**src/rtl/uart_pkg.sv**
```systemverilog
// Shared constants for the UART transmit buffer.
// Sequencer state encoding, default sizes, byte width.
package uart_pkg;

   localparam int BYTE_W = 8;

   localparam int DEFAULT_DEPTH        = 8;
   localparam int DEFAULT_BUSY_TIMEOUT = 16;

   localparam logic [1:0] ST_IDLE      = 2'd0;
   localparam logic [1:0] ST_LOAD      = 2'd1;
   localparam logic [1:0] ST_WAIT_BUSY = 2'd2;
   localparam logic [1:0] ST_WAIT_DONE = 2'd3;

endpackage

```
**src/rtl/uart_tx_buffer_if.sv**
```systemverilog
// Write handshake between the buffer and uart_transmitter.
// master = buffer side, slave = transmitter side.
interface uart_tx_buffer_if;
   import uart_pkg::*;

   logic [BYTE_W-1:0] Tx_DATA;
   logic              Tx_WR;
   logic              Tx_EN;
   logic              Tx_BUSY;

   modport master (
      output Tx_DATA,
      output Tx_WR,
      output Tx_EN,
      input  Tx_BUSY
   );

   modport slave (
      input  Tx_DATA,
      input  Tx_WR,
      input  Tx_EN,
      output Tx_BUSY
   );

endinterface

```
**src/rtl/uart_tx_fifo_mem.sv**
```systemverilog
// Byte storage for the transmit FIFO.
// One write port, combinational read; array is not reset.
module uart_tx_fifo_mem
   import uart_pkg::*;
#(
   parameter int DEPTH = DEFAULT_DEPTH
) (
   input  logic                     clk,
   input  logic                     we,
   input  logic [$clog2(DEPTH)-1:0] wptr,
   input  logic [BYTE_W-1:0]        wdata,
   input  logic [$clog2(DEPTH)-1:0] rptr,
   output logic [BYTE_W-1:0]        rdata
);

   logic [BYTE_W-1:0] mem_q [DEPTH];

   // store the pushed byte at the write pointer
   always_ff @(posedge clk) begin
      if (we) mem_q[wptr] <= wdata;
   end

   assign rdata = mem_q[rptr];

endmodule

```
**src/rtl/uart_tx_buffer.sv**
```systemverilog
// Byte FIFO plus write sequencer feeding uart_transmitter.
// UART_TX_BUF_OVERFLOW_STICKY_EN: overflow holds until reset.
module uart_tx_buffer
   import uart_pkg::*;
#(
   parameter int DEPTH        = DEFAULT_DEPTH,
   parameter int BUSY_TIMEOUT = DEFAULT_BUSY_TIMEOUT
) (
   input  logic                   clk,
   input  logic                   reset,
   input  logic                   wr_en,
   input  logic [BYTE_W-1:0]      wr_data,
   input  logic                   tx_enable,
   uart_tx_buffer_if.master       tx,
   output logic                   full,
   output logic                   empty,
   output logic [$clog2(DEPTH):0] level,
   output logic                   overflow
);

   localparam int AW = $clog2(DEPTH);
   localparam int TW = $clog2(BUSY_TIMEOUT) + 1;

   logic [AW-1:0]     wptr_q, wptr_d;
   logic [AW-1:0]     rptr_q, rptr_d;
   logic [AW:0]       level_q, level_d;
   logic              full_q, full_d;
   logic              empty_q, empty_d;
   logic              ovf_q, ovf_d;
   logic [1:0]        state_q, state_d;
   logic [TW-1:0]     tout_q, tout_d;
   logic [BYTE_W-1:0] tx_data_q, tx_data_d;
   logic [BYTE_W-1:0] head;
   logic              push, pop, drop;

   uart_tx_fifo_mem #(.DEPTH(DEPTH)) u_mem (
      .clk   (clk),
      .we    (push),
      .wptr  (wptr_q),
      .wdata (wr_data),
      .rptr  (rptr_q),
      .rdata (head)
   );

   // FIFO bookkeeping: a pop frees a slot for a same-cycle push
   always_comb begin
      pop  = (state_q == ST_IDLE) && !empty_q
             && tx_enable && !tx.Tx_BUSY;
      push = wr_en && (!full_q || pop);
      drop = wr_en && full_q && !pop;
      wptr_d  = push ? wptr_q + AW'(1) : wptr_q;
      rptr_d  = pop  ? rptr_q + AW'(1) : rptr_q;
      level_d = level_q;
      if (push && !pop) level_d = level_q + (AW+1)'(1);
      if (pop && !push) level_d = level_q - (AW+1)'(1);
      full_d  = (level_d == (AW+1)'(DEPTH));
      empty_d = (level_d == '0);
`ifdef UART_TX_BUF_OVERFLOW_STICKY_EN
      ovf_d = ovf_q | drop;
`else
      ovf_d = drop;
`endif
   end

   // launch sequencer: load, strobe, wait for busy, wait for done
   always_comb begin
      state_d   = state_q;
      tout_d    = tout_q;
      tx_data_d = tx_data_q;
      unique case (state_q)
         ST_IDLE: begin
            if (pop) begin
               tx_data_d = head;
               state_d   = ST_LOAD;
            end
         end
         ST_LOAD: begin
            tout_d  = '0;
            state_d = ST_WAIT_BUSY;
         end
         ST_WAIT_BUSY: begin
            if (tx.Tx_BUSY) begin
               state_d = ST_WAIT_DONE;
            end else if (tout_q == TW'(BUSY_TIMEOUT - 1)) begin
               state_d = ST_IDLE;
            end else begin
               tout_d = tout_q + TW'(1);
            end
         end
         ST_WAIT_DONE: begin
            if (!tx.Tx_BUSY) state_d = ST_IDLE;
         end
         default: state_d = ST_IDLE;
      endcase
   end

   // state registers; reset discards queued bytes
   always_ff @(posedge clk or negedge reset) begin
      if (!reset) begin
         wptr_q    <= '0;
         rptr_q    <= '0;
         level_q   <= '0;
         full_q    <= 1'b0;
         empty_q   <= 1'b1;
         ovf_q     <= 1'b0;
         state_q   <= ST_IDLE;
         tout_q    <= '0;
         tx_data_q <= '0;
      end else begin
         wptr_q    <= wptr_d;
         rptr_q    <= rptr_d;
         level_q   <= level_d;
         full_q    <= full_d;
         empty_q   <= empty_d;
         ovf_q     <= ovf_d;
         state_q   <= state_d;
         tout_q    <= tout_d;
         tx_data_q <= tx_data_d;
      end
   end

   assign tx.Tx_DATA = tx_data_q;
   assign tx.Tx_WR   = (state_q == ST_LOAD);
   assign tx.Tx_EN   = tx_enable;
   assign full       = full_q;
   assign empty      = empty_q;
   assign level      = level_q;
   assign overflow   = ovf_q;

endmodule

```
**src/flat_wrapper.sv**
```systemverilog
// flat-port wrapper written by rule: the top's interface ports become plain ports
module uart_tx_buffer_flat import uart_pkg::*;
#(
   parameter int DEPTH        = DEFAULT_DEPTH,
   parameter int BUSY_TIMEOUT = DEFAULT_BUSY_TIMEOUT
)
  (clk, reset, wr_en, wr_data, tx_enable, full, empty, level, overflow, tx_Tx_DATA, tx_Tx_WR, tx_Tx_EN, tx_Tx_BUSY);
  uart_tx_buffer_if tx_i ();
  input  logic clk;
  input  logic reset;
  input  logic wr_en;
  input  logic [BYTE_W-1:0] wr_data;
  input  logic tx_enable;
  output logic full;
  output logic empty;
  output logic [$clog2(DEPTH):0] level;
  output logic overflow;
  output wire logic [$bits(tx_i.Tx_DATA)-1:0] tx_Tx_DATA;
  output wire logic [$bits(tx_i.Tx_WR)-1:0] tx_Tx_WR;
  output wire logic [$bits(tx_i.Tx_EN)-1:0] tx_Tx_EN;
  input wire logic [$bits(tx_i.Tx_BUSY)-1:0] tx_Tx_BUSY;
  assign tx_Tx_DATA = tx_i.Tx_DATA;
  assign tx_Tx_WR = tx_i.Tx_WR;
  assign tx_Tx_EN = tx_i.Tx_EN;
  assign tx_i.Tx_BUSY = tx_Tx_BUSY;
  uart_tx_buffer #(.DEPTH(DEPTH), .BUSY_TIMEOUT(BUSY_TIMEOUT)) u_core (.clk(clk), .reset(reset), .wr_en(wr_en), .wr_data(wr_data), .tx_enable(tx_enable), .tx(tx_i), .full(full), .empty(empty), .level(level), .overflow(overflow));
endmodule
```
**config.mk**
```make
export PLATFORM = sky130hd
export DESIGN_NAME = uart_tx_buffer_flat
export DESIGN_NICKNAME = d
export VERILOG_FILES = /design/src/rtl/uart_pkg.sv /design/src/rtl/uart_tx_buffer_if.sv /design/src/rtl/uart_tx_fifo_mem.sv /design/src/rtl/uart_tx_buffer.sv /design/src/flat_wrapper.sv
export SDC_FILE = /design/constraint.sdc
export NUM_CORES = 1
export LEC_CHECK = 0
export CAP_MARGIN = 20
export CORE_ASPECT_RATIO = 2
export CORE_MARGIN = 4
export CORE_UTILIZATION = 50
export CTS_BUF_LIST = sky130_fd_sc_hd__clkbuf_8 sky130_fd_sc_hd__clkbuf_16
export DETAILED_ROUTE_END_ITERATION = 8
export PLACE_DENSITY = 0.7
export SYNTH_ARGS = -nofsm -noshare
export SYNTH_HDL_FRONTEND = slang
export SYNTH_SLANG_ARGS = --single-unit
```
**constraint.sdc**
```tcl
create_clock -name clk -period 4.5 [get_ports clk]
set_input_delay 0.9 -clock clk [delete_from_list [all_inputs] [get_ports clk]]
set_output_delay 0.9 -clock clk [all_outputs]
set_load 0.01 [all_outputs]
```
==> After elaboration in Yosys (flattened, before gate mapping) <==
Memory sizes are Yosys's and may differ from the RTL's. A register that Yosys moved wholly into a read port is not among the register bits.
Index checks and enable logic that the tools add are counted.
{ "totals": {"register_bits": 20, "ramBits": 64, "inputBits": 13, "mem_count": 1, "word_cells": 57, "output_inout_bits": 17} }
{ "op_classes": {"n_reduce_logical": 21, "n_mux": 12, "eq_ne": 10, "add_sub_neg": 5} }
{ "memory_table": {"columns": ["name", "words", "width", "rd", "rd_ports_with_merged_regs", "wr", "line_no", "source"], "rows": [
  ["u_core.u_mem.mem_q", 8, 8, 1, 1, 1, "uart_tx_fifo_mem.sv:16", "logic [BYTE_W-1:0] mem_q [DEPTH];"]
]} }
{ "op_table": {"columns": ["op", "count"], "rows": [
  ["two-way mux 5 bit", 2],
  ["one-hot mux 5 bit (2 select lines)", 1],
  ["logical AND 1 bit", 8],
  ["two-way mux 2 bit", 4],
  ["two-way mux 4 bit", 2],
  ["one-hot mux 2 bit (4 select lines)", 1],
  ["adder 3 x 1 -> 3 bit, second input constant", 2],
  ["zero test 1 bit", 6],
  ["inequality test 2 bit, second input constant", 3],
  ["AND reduction 3 bit", 2],
  ["adder 5 x 1 -> 5 bit, second input constant", 1],
  ["== test 5 x 4 -> 1 bit, second input constant", 1],
  ["adder 4 x 1 -> 4 bit, second input constant", 1],
  ["== test 2 bit, second input constant", 2],
  ["== test 4 bit, second input constant", 1],
  ["zero test 4 bit", 1],
  ["subtractor 4 x 1 -> 4 bit, second input constant", 1],
  ["inequality test 3 x 2 -> 1 bit, second input constant", 1],
  ["== test 2 x 1 -> 1 bit, second input constant", 1],
  ["zero test 2 bit", 1],
  ["two-way mux 1 bit", 2],
  ["inequality test 2 x 1 -> 1 bit, second input constant", 1],
  ["AND reduction 2 bit", 1],
  ["nonzero test 2 bit", 1],
  ["logical OR 1 bit", 1]
]} }

==> Depth between registers and ports, before layout <==
Gate-level depths: netlist of run 1.
{ "logic_depth": {"ltp_word": 10, "ltp_mapped": 8} }

==> Hierarchy <==
A second synthesis of run 1 with hierarchy kept.
{ "hier_totals": {"hier_cells": 248, "hier_area_um2": 3972.6} }
{ "by_module_without_submodules": {"columns": ["mod", "cells_each", "instances", "area_per_inst_um2"], "rows": [
  ["uart_tx_fifo_mem", 106, 1, 2531.2],
  ["uart_tx_buffer", 142, 1, 1441.4]
]} }

==> Least setup slack after synthesis of run 1 <==
Ideal clock, no wire load.
{ "synth_timing": {"kind": "input-to-reg", "start": "input port tx_Tx_BUSY", "end": "memory u_core.u_mem.mem_q[0][0] (enable)", "setup_time_ns": 0.419, "setup_slack_ns": 0.914, "arrival_ns": 3.167, "path_stages": 4, "path_cell_list": "or3_4 > or2_4 > buf_4 > a2111oi_0"} }
{ "synth_between": {"elab_chain_cells": 6} }
{ "synth_rtl": {"columns": ["item", "line_no", "source"], "rows": [
  ["from (decl)", "flat_wrapper.sv:21", "input wire logic [$bits(tx_i.Tx_BUSY)-1:0] tx_Tx_BUSY;"],
  ["zero test 1 bit", "uart_tx_buffer.sv:48", "&& tx_enable && !tx.Tx_BUSY;"],
  ["logical AND 1 bit", "uart_tx_buffer.sv:48", null],
  ["logical OR 1 bit", "uart_tx_buffer.sv:49", "push = wr_en && (!full_q || pop);"],
  ["logical AND 1 bit", "uart_tx_buffer.sv:49", null],
  ["two-way mux 1 bit", "uart_tx_fifo_mem.sv:20", "if (we) mem_q[wptr] <= wdata;"],
  ["two-way mux 1 bit (not written as such)", "uart_tx_fifo_mem.sv:20", null],
  ["to (decl)", "uart_tx_fifo_mem.sv:16", null]
]} }
Every way passes these cells.

==> Worst setup path after layout of run 1 <==
{ "layout_timing": {"start": "input port tx_Tx_BUSY", "end": "memory u_core.u_mem.mem_q[5][0] (enable)"} }
Same word-level chain as after synthesis.

==> metrics.yaml, run 1 <==
outcome: "completed"
die_area_um2: 9154
critPathCaptureType: "flop"
die_x_um: 69.69
slew_violations: 0
r2r_cells: 5
synthCells: 238
worstMarginPinSlew_ns: 0.7409
post-route-period-util_pct: 67.15
min_from: "u_core.tx.Tx_DATA[5]"
clock_path_buffers: 2
vias: 2058
detail-route-antenna-nets: 0
htree_levels: 3
r2r_start: "u_core.state_q[0]"
grt_antenna_before_repair: 0
nets: 290
first_global_vias: 2115
path_clk_slew_ns: 0.06
syn-cell-area_um2: 3805
layout_commonest_cell: "edfxtp_1"
synth_top_area_share_pct: 50.51
skew_ns: 0.005609
reg2reg_setup_slack_ns: 2.09
worst_hold_path.endpoint: "u_core.tx.Tx_DATA[5]"
place_inst: 351
min_path_type: "flop to flop"
max_freq_ghz: 0.3309
ctsHoldBuffers: 0
ir_drop_mv: 0.3618
synth_ff_type: "edfxtp_1"
dpl.hpwl_um: 5414
coreArea_um2: 7322
worstSetupPathType: "input pin to flop"
required_ns: 4.47
finalWirelength_um: 7481
drt-initial-drc-count: 112
ys_seq_area_share_pct: 68.96
finalSetupTns_ns: 0
post_cts_buffers: 0
grt_setup_unrepaired: "no"
grt_usage_pct: 17.43
finalCriticalPeriod_ns: 3.022
synth_edf_count: 64
slew_headroom_pct: 50.61
synth_area_per_cell_um2: 15.99
finalSetupViolCount: 0
drc: 0
wl_per_cell_um: 20.33
final_cell_mix: "64 x edfxtp_1, 29 x clkdlybuf4s50_1, 27 x dfrtp_1"
initial_core_util_pct: 51.97
grt_first_pass_wirelength_um: 11670
netlist_top_cells_area: "edfxtp_1 51%, dfrtp_1 18%, mux4_2 9.5%"
gp_congestion: 0.8156
grt_max_degree: 32
hold_viol_final: 0
path_max_fanout: 31
critPathArrivalTime_ns: 2.99
ios: 30
cts_buffers: 9
worstHoldPathCells: 2
fillCellCount: 558
yosys_warnings: 0
critPathLaunchType: "input pin"
antennaDiodeCount: 0
synth_cell_types: 39
power_density_nw_per_um2: 652.6
clock_latency_ns: 0.34
layout-drive-gt1-share_pct: 17.03
synth_seq_cells: 92
area_growth_pct: 19.17
layoutNonFillerInstCount: 368
first_pass_iters: 4
syn_nets: 257
r2r_end: "u_core.u_mem.mem_q[5][0]"
chipHeight_um: 131.4
yosysTopAreaCell: "edfxtp_1"
via_per_inst: 5.592
io_buffers: 29
postLayoutCoreUtil_pct: 61.93
cts_tree: "done"
numClockSinks: 92
row_count: 44
post_cts_resized: 0
async_flop_share_pct: 30.43
cts_root_buffer: "clkbuf_16"
drv_cap: 0
overflow: 0
p_leak_nw: 1.658
-- cell usage after synthesis (2+ instances only) --
cell type,count
inv_1,6
ha_1,6
mux4_2,16
nor2b_1,3
dfrtp_1,27
clkbuf_1,5
buf_2,4
o21ai_0,15
nand3_1,3
nor3_1,6
a2111oi_0,2
buf_4,2
nand2_1,20
xor2_1,3
mux2i_1,9
edfxtp_1,64
a21oi_1,2
and3_1,2
xnor2_1,5
o211ai_1,2
a22o_1,3
mux2_2,2
nand2b_1,3
nor2_1,12
o22ai_1,2
-- flip-flops by register name (all words and copies together), names as in the netlist --
signal and count:
u_core.level 4, u_core.wptr_q 3, u_core.u_mem.mem_q 64, u_core.tout_q 5, u_core.full 1, u_core.overflow 1, u_core.state_q 2, u_core.empty 1
u_core.tx.Tx_DATA 8, u_core.rptr_q 3
-- worst max path at each step --
stage / startpoint / end / slack [ns] / cells past startpoint
after global routing: tx_Tx_BUSY / u_core.u_mem.mem_q[4][0] / 1.36 / 6
after floorplan: tx_Tx_BUSY / u_core.u_mem.mem_q[0][0] / 0.91 / 4
after detailed placement: tx_Tx_BUSY / u_core.u_mem.mem_q[5][6] / 1.13 / 6
after CTS: tx_Tx_BUSY / u_core.u_mem.mem_q[5][6] / 1.49 / 6
final: tx_Tx_BUSY / u_core.u_mem.mem_q[5][0] / 1.48 / 6
after global placement: tx_Tx_BUSY / u_core.u_mem.mem_q[5][6] / 1.17 / 6
-- final cells by class --
class	instances	area, um^2	share of cell area (%)
Timing Repair Buffer	35	355.3	7.837
Clock inverter	7	90.09	1.987
Inverter	6	22.52	0.4967
Sequential cell	92	2624	57.86
Clock buffer	9	225.2	4.967
Tap cell	92	115.1	2.539
Multi-Input combinational cell	127	1102	24.31
-- stage by stage --
step | worst slack [ns] | power (mW) | area [um^2] | hold slack [ns]
after floorplan | 0.9137 | 1.841 | 3805 | 0.4731
after global placement | 1.170 | 2.152 | 4192 | 0.4724
after detailed placement | 1.133 | 2.172 | 4192 | 0.4771
after CTS | 1.488 | 2.967 | 4507 | 0.4909
after global routing | 1.364 | 3.115 | 4534 | 0.5245
final | 1.478 | 2.959 | 4534 | 0.4923
-- routing by layer --
metal  GRT usage (%)  vias to the layer above  part of all wire (%)
met2           31.91                       37                    58
met3           3.287                       15                   3.2
met4           10.02                        0                   2.8
met1           18.15                     1044                    36
met5               0                        -                     0
li1                -                      962                     -
-- report_power, final --
group	total, mW	internal [mW]	switching (mW)
logic	0.855	0.466	0.389
clock network	0.788	0.484	0.304
registers	1.32	1.11	0.205
total	2.96	2.06	0.898
-- cell families after synthesis --
group	after synthesis	share of synthesized area, %
DFF	92	68.96
adders and majority gates	6	1.973
and+or+nand+nor	56	7.333
AOI/OAI and AO/OA	30	5.064
muxes	27	12.43
xor gates and xnor gates	8	1.842
buffers and inverters	19	2.400
-- worst max-delay path: stages --
cell and delay (ns):
clkdlybuf4s50_1 0.50, or3_4 0.43, or2_4 0.37, nand2_4 0.14
nand3_1 0.10, nor2_1 0.54
Power figures use the tool's default switching activity.
==> inputs of run 2 (changes only) <==
==> constraint.sdc (replaced) <==
create_clock -name clk -period 3.1 [get_ports clk]
set_input_delay 0.62 -clock clk [delete_from_list [all_inputs] [get_ports clk]]
set_output_delay 0.62 -clock clk [all_outputs]
set_load 0.01 [all_outputs]
==> run 2 against run 1 <==
Sequential share of layout area down 0.16 points. Utilization up 0.17 points. Power up 42%. Clock skew up 0.0023 ns. Cell area up 0.28%. Sequential power up 43%. Global-route usage down 1.9 points. Hold slack worse by 0.0074 ns. Largest power group unchanged. Sequential cell count unchanged. Setup slack worse by 0.80 ns. First-iteration DRC count up 26%. Routed wire length down 15%.
==> metrics.yaml, run 2 (synthesized netlist as in run 1, its figures left out) <==
post_cts_buffers: 0  # unchanged
power_density_nw_per_um2: 922.7  # +41%
total_power_mw: 4.196  # +42%
p_leak_nw: 1.684  # +1.6%
post-route-period-util_pct: 78.25
htree_levels: 3  # unchanged
required_ns: 3.14  # -1.33 ns
drc: 0  # unchanged
critPathSlowestCell: "clkdlybuf4s50_1"
hold_viol_final: 0  # unchanged
wl_per_cell_um: 17.08  # -16%
critical-path-top-delay-family: "simple AND/OR/NAND/NOR gates"
coreArea_um2: 7322  # unchanged
worstHoldPathCells: 2  # unchanged
overflow: 0  # unchanged
outcome: "completed"
largest_register_ffs: 64  # unchanged
max_freq_ghz: 0.4122
drt-initial-drc-count: 141  # +26%
dp_slack_ns: 0.3164  # -0.8168 ns
worstSetupPathType: "input pin to flop"
numClockSinks: 92  # unchanged
largest_register: "u_core.u_mem.mem_q"
initial_core_util_pct: 51.97  # unchanged
post_cts_resized: 0  # unchanged
layout-drive-gt1-share_pct: 18.15  # +1.1 points
area_growth_pct: 19.50
grt_first_pass_wirelength_um: 10930  # -6.3%
chipHeight_um: 131.4  # unchanged
gp_congestion: 0.8449  # +3.6%
hold-worst-slack_ns: 0.4849  # -0.007369 ns
clock_latency_ns: 0.33  # about the same
antennaDiodeCount: 0  # unchanged
nets: 295  # +1.7%
postLayoutCoreUtil_pct: 62.10  # +0.17 points
fillCellCount: 559  # +0.18%
layout_commonest_cell: "edfxtp_1"
ctsHoldBuffers: 0  # unchanged
critPathArrivalTime_ns: 2.47  # -0.52 ns
first_global_vias: 2188  # +3.5%
die_x_um: 69.69  # unchanged
grt_setup_unrepaired: "no"
drv_cap: 0  # unchanged
crit_cells: 5  # -1
grt_antenna_before_repair: 0  # unchanged
critPathLaunchType: "input pin"
cts_buffers: 9  # unchanged
vias: 2045  # -0.63%
cts_root_buffer: "clkbuf_16"
ir_drop_mv: 0.4563  # +26%
ios: 30  # unchanged
slew_violations: 0  # unchanged
path_max_fanout: 13  # -58%
clock_path_buffers: 2  # unchanged
finalWirelength_um: 6372  # -15%
finalCriticalPeriod_ns: 2.426
grt_max_degree: 29  # -9.4%
worstMarginPinSlew_ns: 0.7556  # +0.01471 ns
via_per_inst: 5.483  # -2.0%
crit_chain: "clkdlybuf4s50_1 -> or3_4 -> or2_4 -> a2111oi_2 -> buf_4"
cts_tree: "done"
r2r_cells: 4  # -1
slew_headroom_pct: 49.63  # -0.98 points
path_clk_slew_ns: 0.06  # about the same
row_count: 44  # unchanged
dpl.hpwl_um: 4477  # -17%
cp_num_buf_inv: 2  # +1
first_pass_iters: 4  # unchanged
die_area_um2: 9154  # unchanged
grt_usage_pct: 15.51  # -1.9 points
final_cell_mix: "64 x edfxtp_1, 29 x clkdlybuf4s50_1, 27 x dfrtp_1"
min_path_type: "flop to flop"
slowest_delay_ns: 0.49  # -0.05 ns
finalSetupViolCount: 0  # unchanged
io_buffers: 29  # unchanged
detail-route-antenna-nets: 0  # unchanged
skew_ns: 0.007935  # +0.002326 ns
critPathCaptureType: "flop"
worst_slack_ns: 0.6742  # -0.8039 ns
## run 2: cell count changes in the layout (fill, tap and decap cells not counted), sizes merged
cell    change
buf         +5
clkinv      -2
inv         +2
## run 2: final timing paths
path	from	to	slack (ns)
max	tx_Tx_BUSY	u_core.u_mem.mem_q[2][7]	0.67
min	u_core.tx.Tx_DATA[5]	u_core.tx.Tx_DATA[5]	0.48
max reg2reg	u_core.state_q[0]	u_core.u_mem.mem_q[2][7]	1.00
min reg2reg	u_core.tx.Tx_DATA[5]	u_core.tx.Tx_DATA[5]	0.48
max in group asynchronous	reset	u_core.empty	2.14
min in group asynchronous	reset	u_core.wptr_q[0]	0.66
## run 2: routing by layer
layer	global-route usage, %	vias to the layer above	wire length (um)
met3	4.205	11	220
li1	-	975	-
met2	28.09	30	3696
met5	0	-	0
met4	6.930	0	127
met1	16.56	1029	2328
## run 2: area by class of cell
type	instances	area, um^2	share of cell area (%)
flip-flops and latches	92	2624	57.71
multi-input cells	127	1102	24.24
repair buffers	40	372.9	8.200
clock buffers	9	225.2	4.953
well taps	92	115.1	2.532
clock inverters	7	85.08	1.871
inverters	6	22.52	0.4953
## run 2: per-stage QoR
stage | TNS (ns) | cell area, um^2 | cells
after floorplan | -3.301 | 3805 | 238
after global placement | 0 | 4237 | 357
after detailed placement | 0 | 4237 | 357
after CTS | 0 | 4547 | 373
after global routing | 0 | 4547 | 373
final | 0 | 4547 | 373
## run 2: worst register-to-register path, stage by stage, from the launching register on
cell	delay (ns)
dfrtp_1	0.48
or3_4	0.42
or2_4	0.32
a2111oi_2	0.37
buf_4	0.23
## run 2: report_power, final
group	switching [mW]	leakage, nW	internal [mW]
Clock	0.414	0.163	0.696
Sequential	0.276	0.930	1.61
Combinational	0.538	0.591	0.661
Total	1.23	1.68	2.97
